==> src/rtl/conv2_scheduler.sv <==
// -----------------------------------------------------------------------------
// conv2_scheduler
//   Walks the layer-2 convolution engine over every output position and output
//   channel (column fastest, then row, then channel). For each position it
//   pulses the engine, waits for the result and writes it to the output
//   feature-map buffer.
//
// Ports
//   clk, rst      rising-edge clock, synchronous active-high reset
//   start         sweep request, accepted only in IDLE
//   abort         abandon the sweep and return to IDLE (no done pulse)
//   busy          high while a position is being issued, awaited or written
//   done          one-cycle pulse when the last position has been written
//   err           sticky flag: eng_done seen while not waiting for the engine
//   eng_start     one-cycle pulse asking the engine to compute (row,col,ch)
//   eng_done      one-cycle engine result strobe
//   row/col/ch    current output position, stable from ISSUE through WRITE
//   wr_en         output buffer write request
//   wr_ready      buffer accepts the write this cycle
//   wr_addr       ch*OUT_ROWS*OUT_COLS + row*OUT_COLS + col
//   state_dbg     current FSM state, for checkers
//
// Write handshake: a write transfers on any cycle where wr_en && wr_ready.
// Once wr_en rises it stays high, with wr_addr and row/col/ch held constant,
// until that transfer happens (or abort/rst). wr_ready may toggle freely.
// -----------------------------------------------------------------------------
module conv2_scheduler #(
    parameter int OUT_ROWS = 28,
    parameter int OUT_COLS = 28,
    parameter int NUM_CH   = 16,
    parameter int ADDR_W   = 14,
    localparam int RW = (OUT_ROWS > 1) ? $clog2(OUT_ROWS) : 1,
    localparam int CW = (OUT_COLS > 1) ? $clog2(OUT_COLS) : 1,
    localparam int HW = (NUM_CH   > 1) ? $clog2(NUM_CH)   : 1
) (
    input  logic              clk,
    input  logic              rst,
    input  logic              start,
    input  logic              abort,
    output logic              busy,
    output logic              done,
    output logic              err,
    output logic              eng_start,
    input  logic              eng_done,
    output logic [RW-1:0]     row,
    output logic [CW-1:0]     col,
    output logic [HW-1:0]     ch,
    output logic              wr_en,
    input  logic              wr_ready,
    output logic [ADDR_W-1:0] wr_addr,
    output logic [2:0]        state_dbg
);

    typedef enum logic [2:0] {
        S_IDLE  = 3'd0,
        S_ISSUE = 3'd1,
        S_WAIT  = 3'd2,
        S_WRITE = 3'd3,
        S_DONE  = 3'd4
    } state_t;

    state_t              state, state_nxt;
    logic [RW-1:0]       row_nxt;
    logic [CW-1:0]       col_nxt;
    logic [HW-1:0]       ch_nxt;
    logic [ADDR_W-1:0]   wr_addr_nxt;
    logic                err_nxt;

    logic last_col, last_row, last_ch;

    assign last_col  = (col == CW'(OUT_COLS - 1));
    assign last_row  = (row == RW'(OUT_ROWS - 1));
    assign last_ch   = (ch  == HW'(NUM_CH - 1));
    assign state_dbg = state;

    always_ff @(posedge clk) begin
        if (rst) begin
            state   <= S_IDLE;
            row     <= '0;
            col     <= '0;
            ch      <= '0;
            wr_addr <= '0;
            err     <= 1'b0;
        end else begin
            state   <= state_nxt;
            row     <= row_nxt;
            col     <= col_nxt;
            ch      <= ch_nxt;
            wr_addr <= wr_addr_nxt;
            err     <= err_nxt;
        end
    end

    always_comb begin
        state_nxt   = state;
        row_nxt     = row;
        col_nxt     = col;
        ch_nxt      = ch;
        wr_addr_nxt = wr_addr;
        err_nxt     = err;
        busy        = 1'b0;
        done        = 1'b0;
        eng_start   = 1'b0;
        wr_en       = 1'b0;

        if (abort && (state != S_IDLE)) begin
            // Abandon: indices cleared, err left exactly as it was.
            state_nxt   = S_IDLE;
            row_nxt     = '0;
            col_nxt     = '0;
            ch_nxt      = '0;
            wr_addr_nxt = '0;
        end else begin
            case (state)
                S_IDLE: begin
                    if (start) begin
                        row_nxt     = '0;
                        col_nxt     = '0;
                        ch_nxt      = '0;
                        wr_addr_nxt = '0;
                        err_nxt     = 1'b0;
                        state_nxt   = S_ISSUE;
                    end
                end
                S_ISSUE: begin
                    busy      = 1'b1;
                    eng_start = 1'b1;
                    state_nxt = S_WAIT;
                end
                S_WAIT: begin
                    busy = 1'b1;
                    if (eng_done) begin
                        state_nxt = S_WRITE;
                    end
                end
                S_WRITE: begin
                    busy  = 1'b1;
                    wr_en = 1'b1;
                    if (wr_ready) begin
                        if (last_col && last_row && last_ch) begin
                            state_nxt = S_DONE;
                        end else begin
                            // The sweep order matches the address layout, so
                            // the next address is always the current one + 1.
                            wr_addr_nxt = wr_addr + ADDR_W'(1);
                            state_nxt   = S_ISSUE;
                            if (!last_col) begin
                                col_nxt = col + CW'(1);
                            end else begin
                                col_nxt = '0;
                                if (!last_row) begin
                                    row_nxt = row + RW'(1);
                                end else begin
                                    row_nxt = '0;
                                    ch_nxt  = ch + HW'(1);
                                end
                            end
                        end
                    end
                end
                S_DONE: begin
                    done      = 1'b1;
                    state_nxt = S_IDLE;
                end
                default: begin
                    state_nxt = S_IDLE;
                end
            endcase

            // A stray engine strobe is flagged even on the cycle a start is
            // accepted, so it is applied after the start clear.
            if (eng_done && (state != S_WAIT)) begin
                err_nxt = 1'b1;
            end
        end
    end

endmodule
==> config.mk <==
export PLATFORM = sky130hd
export DESIGN_NAME = conv2_scheduler
export DESIGN_NICKNAME = d
export VERILOG_FILES = /design/src/rtl/conv2_scheduler.sv
export SDC_FILE = /design/constraint.sdc
export NUM_CORES = 1
export LEC_CHECK = 0
export ABC_AREA = 0
export BUFFER_PORTS_ARGS = -buffer_cell sky130_fd_sc_hd__buf_4
export CAP_MARGIN = 20
export CORE_AREA = 2 2 69 71
export CTS_CLUSTER_SIZE = 8
export DETAILED_ROUTE_END_ITERATION = 10
export DIE_AREA = 0 0 71 73
export GPL_ROUTABILITY_DRIVEN = 0
export PLACE_DENSITY = 0.75
export SYNTH_ARGS = -nofsm -noshare
export SYNTH_HDL_FRONTEND = slang
export SYNTH_SLANG_ARGS = --single-unit
==> constraint.sdc <==
create_clock -name clk -period 2.1 [get_ports clk]
set_input_delay 0.105 -clock clk [delete_from_list [all_inputs] [get_ports clk]]
set_output_delay 0.105 -clock clk [all_outputs]
set_load 0.02 [all_outputs]
==> flow_metrics.env, run 1 <==
export IMPL_worst_slew_pin_slew_ps=476.7
export IMPL_drc=0
export IMPL_grt_max_degree=16
export IMPL_setup_worst_path_class="flip-flop to flip-flop"
export IMPL_grt_pass1_vias=1853
export IMPL_cp_start_kind="flip-flop"
export IMPL_r2r_end="wr_addr[11]$_SDFFE_PP0P_"
export IMPL_fmax_ghz=0.5118
export IMPL_hold_viol_final=0
export IMPL_start_util_pct=42.26
export IMPL_synth_seq_area_share_pct=33.42
export IMPL_synthDistinctLibCells=51
export IMPL_antenna_left=0
export IMPL_outcome="finished clean"
export IMPL_startpoint="state_dbg[0]$_SDFFE_PP0P_"
export IMPL_setup_tns_ps=0
export IMPL_hpwlAfterDp_mm=3.838
export IMPL_regToRegSetupSlack_ps=150
export IMPL_crit_required_ps=2320
export IMPL_core_mm2=0.004536
export IMPL_p_comb_share_pct=19.8
export IMPL_ys_flop_type="dfxtp_1"
export IMPL_r2r_start="state_dbg[0]$_SDFFE_PP0P_"
export IMPL_cts_buffer_depth=2
export IMPL_drive_gt1_share_pct=25.96
export IMPL_wirelength_mm=5.383
export IMPL_dr_total_vias=2074
export IMPL_die_area_mm2=0.005183
export IMPL_area_growth_syn_to_layout_pct=26.96
export IMPL_grt_overflow=0
export IMPL_synth_xor_area_share_pct=0
export IMPL_rsz0062_at_grt="false"
export IMPL_worstPathArrival_ps=2180
export IMPL_synth_cells=235
export IMPL_io_buffers=41
export IMPL_async_flop_share_pct=0
export IMPL_synth_edff_count=0
export IMPL_path_cells="and4b_1, o31ai_4, buf_4, or4_1, nand3_1"
export IMPL_die_height_um=73
export IMPL_setup_viol=0
export IMPL_grt_use_total_pct=21.60
export IMPL_peakVddDrop_mv=0.2285
export IMPL_final_common_cell="buf_4"
export IMPL_final_max_slew_viol_count=0
export IMPL_clock_skew_ps=8.536
export IMPL_fin_crit_ps=1954
export IMPL_instances_no_fill=339
export IMPL_rows=25
export IMPL_drtIter0Drc=144
export IMPL_io_pins=42
export IMPL_cts_tree="built"
export IMPL_synthSimpleGateAreaFrac_pct=31.20
export IMPL_drv_cap=0
export IMPL_numClockSinks=32
export IMPL_ys_warn_count=0
export IMPL_worst_path_largest_cell_delay_ps=580
export IMPL_sequentialPowerShare_pct=47.2
export IMPL_cts_root_buf="clkbuf_8"
export IMPL_endpoint="wr_addr[11]$_SDFFE_PP0P_"
export IMPL_cp_slowest_cell="dfxtp_1"
export IMPL_switching_share_pct=30.15
export IMPL_fin_nets=295
export IMPL_syn_area_per_cell_um2=8.157
export IMPL_powerDensity_mw_per_mm2=553.3
export IMPL_synthesis_nets=245
export IMPL_reg2regPathDepth=5
export IMPL_fillers=433
export IMPL_path_clk_slew_ps=60
export IMPL_antenna_cells=0
export IMPL_cts_max_level=2
export IMPL_multi_input_comb_area_mm2=0.001164
export IMPL_power_switching_uw=405.9
export IMPL_postCtsHoldBufs=0
export IMPL_drtPass1Iterations=4
export IMPL_crit_fanout=15
export IMPL_dp_cells=329
export IMPL_final_util_pct=53.66
export IMPL_synth_compound_area_share_pct=25.78
export IMPL_ys_ff_latch=32
export IMPL_whs_path_depth=2
export IMPL_relSlewSlack_pct=68.14
export IMPL_ff_latch_area_um2=640.6
export IMPL_synthAdderAreaFrac_pct=2.611
export IMPL_p_clk_share_pct=33.0
export IMPL_mostFrequentLayoutCells="62 x buf_4, 32 x dfxtp_1, 17 x nand2_1"
export IMPL_cp_end_kind="flip-flop"
export IMPL_synth_top_family_by_area="simple AND/OR/NAND/NOR gates"
export IMPL_clk_latency_ps=290
export IMPL_grt_first_pass_wirelength_mm=8.783
export IMPL_min_period_over_period_pct=93.05
export IMPL_dpl_cell_area_mm2=0.002332
export IMPL_wl_per_cell_um=15.88
export IMPL_die_w_um=71
export IMPL_fin_area_mm2=0.002434
export IMPL_synth_area_mux_share_pct=1.044
export IMPL_power_internal_uw=940.6
export IMPL_hold_path_class="input pin to flip-flop"
export IMPL_vias_per_cell=6.118
export IMPL_synth_area_mm2=0.001917
export IMPL_power_leakage_nw=0.9897
export IMPL_antenna_found_initial=0
export IMPL_cts_buffers=5
==> stage by stage <==
| stage | setup WS, ps | hold WS, ps | total power [mW] |
|---|---|---|---|
| after floorplan | 199.1 | 184.3 | 0.8209 |
| after global placement | 204.8 | 329.4 | 0.9093 |
| after detailed placement | 140.4 | 330.9 | 0.9109 |
| after CTS | 117.2 | 27.23 | 1.356 |
| after global routing | 32.35 | 34.85 | 1.407 |
| final | 146.0 | 33.91 | 1.346 |
==> synth_stat cells, types with 2 or more instances <==
master | number | area [µm²]
inv_1 | 5 | 18.77
nor2_1 | 10 | 37.54
a31oi_1 | 6 | 37.54
or3_1 | 5 | 31.28
and4b_1 | 3 | 30.03
o31a_1 | 2 | 17.52
and2_1 | 3 | 18.77
nor2b_1 | 2 | 12.51
a32oi_1 | 3 | 26.28
buf_6 | 2 | 22.52
o21ai_0 | 9 | 45.04
a2111oi_0 | 2 | 17.52
nand2_1 | 17 | 63.81
nand4_1 | 11 | 68.82
nand3_1 | 16 | 80.08
a21o_1 | 2 | 15.01
nor3_1 | 10 | 50.05
nor4b_1 | 2 | 17.52
o21a_1 | 3 | 22.52
mux2i_1 | 2 | 20.02
clkbuf_1 | 8 | 30.03
o311ai_0 | 4 | 35.03
a21oi_1 | 16 | 80.08
a211oi_1 | 3 | 22.52
nand2b_1 | 5 | 31.28
buf_2 | 7 | 35.03
dfxtp_1 | 32 | 640.6
ha_1 | 4 | 50.05
a41oi_1 | 5 | 43.79
and3_1 | 5 | 31.28
o31ai_1 | 2 | 15.01
nand4b_2 | 2 | 30.03
buf_1 | 2 | 7.510
a311oi_1 | 4 | 35.03
nor4_1 | 5 | 31.28
==> cell families (layout without fill, tap and decap cells) <==
logic type | Yosys count | in the layout
AO/OA/AOI/OAI | 69 | 69
adder cells (fa/ha/maj) | 4 | 4
buffers and inverters | 24 | 74
flip-flops | 32 | 32
multiplexers | 2 | 2
AND/OR/NAND/NOR | 104 | 104
==> critical path: cells and delay by family, from the launching register on <==
family	cells	cell delay, ps
DFF	1	580
AOI/OAI and AO/OA	1	160
buffers and inverters	1	170
and+or+nand+nor	3	990
==> power by group through the flow <==
stage | Combinational, mW | Clock [mW] | Sequential (mW)
after CTS | 0.262 | 0.458 | 0.635
after global placement | 0.261 | 0 | 0.649
after global routing | 0.291 | 0.479 | 0.637
final | 0.267 | 0.444 | 0.636
after floorplan | 0.171 | 0 | 0.650
after detailed placement | 0.261 | 0 | 0.649
==> worst min path at each step <==
stage	start	endpoint
floorplan	rst	err$_SDFFE_PP0P_
global placement	rst	err$_SDFFE_PP0P_
detailed placement	rst	err$_SDFFE_PP0P_
CTS	rst	err$_SDFFE_PP0P_
global route	rst	err$_SDFFE_PP0P_
finish	rst	err$_SDFFE_PP0P_
==> final cells by class <==
cell class / count / share of cell area [%]
clock buffers: 6 / 2.982
clock inverters: 1 / 0.2057
inverters: 5 / 0.7712
multi-input cells: 179 / 47.82
flip-flops and latches: 32 / 26.32
well taps: 54 / 2.776
repair buffers: 62 / 19.13
==> flip-flops by register name, summed over array words and instances (netlist names) <==
register   cells
wr_addr       14
ch             4
col            5
row            5
state_dbg      3
err            1
==> layer usage <==
layer	vias to the layer above	routed length [µm]	global-route usage, %
met2	67	2563	35.10
met1	986	2433	27.56
li1	1014	-	-
met3	7	268	4.696
met4	0	116	9.853
met5	-	0	0
==> what timing repair did <==
action,in CTS,in global routing
gates resized for setup,0,1
setup endpoints to repair,0,7
buffers inserted,0,3
Power figures use the tool's default switching activity.
==> run 2, diff against run 1 <==
--- a/config.mk
+++ b/config.mk
@@ -8,12 +8,12 @@
 export ABC_AREA = 0
 export BUFFER_PORTS_ARGS = -buffer_cell sky130_fd_sc_hd__buf_4
 export CAP_MARGIN = 20
-export CORE_AREA = 2 2 69 71
+export CORE_AREA = 2 2 63 65
 export CTS_CLUSTER_SIZE = 8
 export DETAILED_ROUTE_END_ITERATION = 10
-export DIE_AREA = 0 0 71 73
+export DIE_AREA = 0 0 65 67
 export GPL_ROUTABILITY_DRIVEN = 0
-export PLACE_DENSITY = 0.75
+export PLACE_DENSITY = 0.86
 export SYNTH_ARGS = -nofsm -noshare
 export SYNTH_HDL_FRONTEND = slang
 export SYNTH_SLANG_ARGS = --single-unit
==> flow_metrics.env, run 2 (synthesized netlist as in run 1, its figures left out) <==
export IMPL_worst_path_largest_cell_delay_ps=510
export IMPL_cts_buffers=5
export IMPL_dpl_cell_area_mm2=0.002295
export IMPL_die_w_um=65
export IMPL_fin_crit_ps=1982
export IMPL_hold_viol_final=0
export IMPL_cts_buffer_depth=2
export IMPL_cp_slowest_cell="or4b_1"
export IMPL_powerDensity_mw_per_mm2=579.5
export IMPL_area_growth_syn_to_layout_pct=25.52
export IMPL_worst_slew_pin_slew_ps=587.5
export IMPL_core_mm2=0.003606
export IMPL_ff_latch_area_um2=640.6
export IMPL_hold_path_class="input pin to flip-flop"
export IMPL_reg_top3="wr_addr: 14 flops, col: 5 flops, row: 5 flops"
export IMPL_dr_total_vias=2071
export IMPL_fin_area_mm2=0.002406
export IMPL_mostFrequentLayoutCells="57 x buf_4, 32 x dfxtp_1, 17 x nand2_1"
export IMPL_cts_max_level=2
export IMPL_drtIter0Drc=224
export IMPL_hpwlAfterDp_mm=3.748
export IMPL_antenna_cells=0
export IMPL_grt_max_degree=15
export IMPL_wl_per_cell_um=15.84
export IMPL_io_pins=42
export IMPL_crit_fanout=6
export IMPL_drtPass1Iterations=4
export IMPL_fmax_ghz=0.5045
export IMPL_rows=22
export IMPL_postCtsHoldBufs=0
export IMPL_setup_worst_path_class="flip-flop to flip-flop"
export IMPL_cts_root_buf="clkbuf_8"
export IMPL_worstPathArrival_ps=2210
export IMPL_path_clk_slew_ps=60
export IMPL_start_util_pct=53.16
export IMPL_fin_ws_ps=118.0
export IMPL_grt_pass1_vias=1798
export IMPL_clk_latency_ps=290
export IMPL_peakVddDrop_mv=0.3341
export IMPL_vias_per_cell=6.295
export IMPL_io_buffers=41
export IMPL_dp_slack_ps=42.88
export IMPL_path_cells="ha_1, and4b_1, a41oi_1, or4b_1, nand3_1"
export IMPL_grt_overflow=0
export IMPL_antenna_left=0
export IMPL_numClockSinks=32
export IMPL_outcome="finished clean"
export IMPL_min_period_over_period_pct=94.38
export IMPL_power_leakage_nw=0.9707
export IMPL_drc=0
export IMPL_drv_cap=0
export IMPL_cp_start_kind="flip-flop"
export IMPL_clock_skew_ps=3.462
export IMPL_regMostFlops="wr_addr"
export IMPL_largest_reg_flops=14
export IMPL_antenna_found_initial=0
export IMPL_cts_tree="built"
export IMPL_cp_end_kind="flip-flop"
export IMPL_final_common_cell="buf_4"
export IMPL_relSlewSlack_pct=60.53
export IMPL_die_height_um=67
export IMPL_wirelength_mm=5.212
export IMPL_fin_hold_ws_ps=30.24
export IMPL_crit_required_ps=2330
export IMPL_fillers=316
export IMPL_drive_gt1_share_pct=24.56
export IMPL_die_area_mm2=0.004355
export IMPL_multi_input_comb_area_mm2=0.001169
export IMPL_grt_use_total_pct=25.46
export IMPL_grt_first_pass_wirelength_mm=8.521
export IMPL_setup_viol=0
export IMPL_fin_nets=290
export IMPL_final_max_slew_viol_count=0
==> run 2: report_power, final <==
group	switching, mW	internal (mW)
logic	0.169	0.0997
clock network	0.222	0.267
registers	0.0203	0.617
total	0.411	0.983
==> run 2: what timing repair did <==
item | in CTS | in global routing
setup buffers | 0 | 2
gates resized for setup | 0 | 1
setup endpoints to repair | 0 | 10
==> run 2: through the flow <==
step | power, mW | setup TNS, ps | cells | utilization [%]
6_report | 1.394 | 0 | 329 | 66.72
2_1_floorplan | 0.8209 | 0 | 235 | -
3_5_place_dp | 0.9119 | 0 | 319 | 63.64
3_3_place_gp | 0.9075 | 0 | 319 | 63.64
5_1_grt | 1.462 | -17.33 | 329 | 66.72
4_1_cts | 1.391 | 0 | 327 | 66.13
==> run 2: final cells by class <==
class	count	area share [%]
flip-flops and latches	32	26.63
multi-input cells	179	48.57
inverters	5	0.7800
repair buffers	57	17.78
well taps	48	2.496
clock buffers	8	3.744
==> run 2: critical path, delay by kind of cell (launching register included) <==
kind                       cells  cell delay (ps)
adders and majority gates      1              310
DFF                            1              390
and+or+nand+nor                3             1000
AOI/OAI and AO/OA              1              230
==> run 2: per-layer routing <==
layer  up-vias  GRT usage (%)  part of all wire [%]
li1       1012              -                     -
met5         -              0                     0
met1       956          33.64                    45
met2        95          39.82                    46
met3         8          6.081                   7.6
met4         0          10.11                   1.7
==> run 2: path summary, 6_finish.rpt <==
path / endpoint / slack [ps] / start / cells after the start
setup / recovery: ch[3]$_SDFFE_PP0P_ / 120 / col[1]$_SDFFE_PP0P_ / 5
hold / removal: err$_SDFFE_PP0P_ / 30 / rst / 2
setup reg to reg: ch[3]$_SDFFE_PP0P_ / 120 / col[1]$_SDFFE_PP0P_ / 5
hold reg to reg: row[1]$_SDFFE_PP0P_ / 490 / row[1]$_SDFFE_PP0P_ / 2
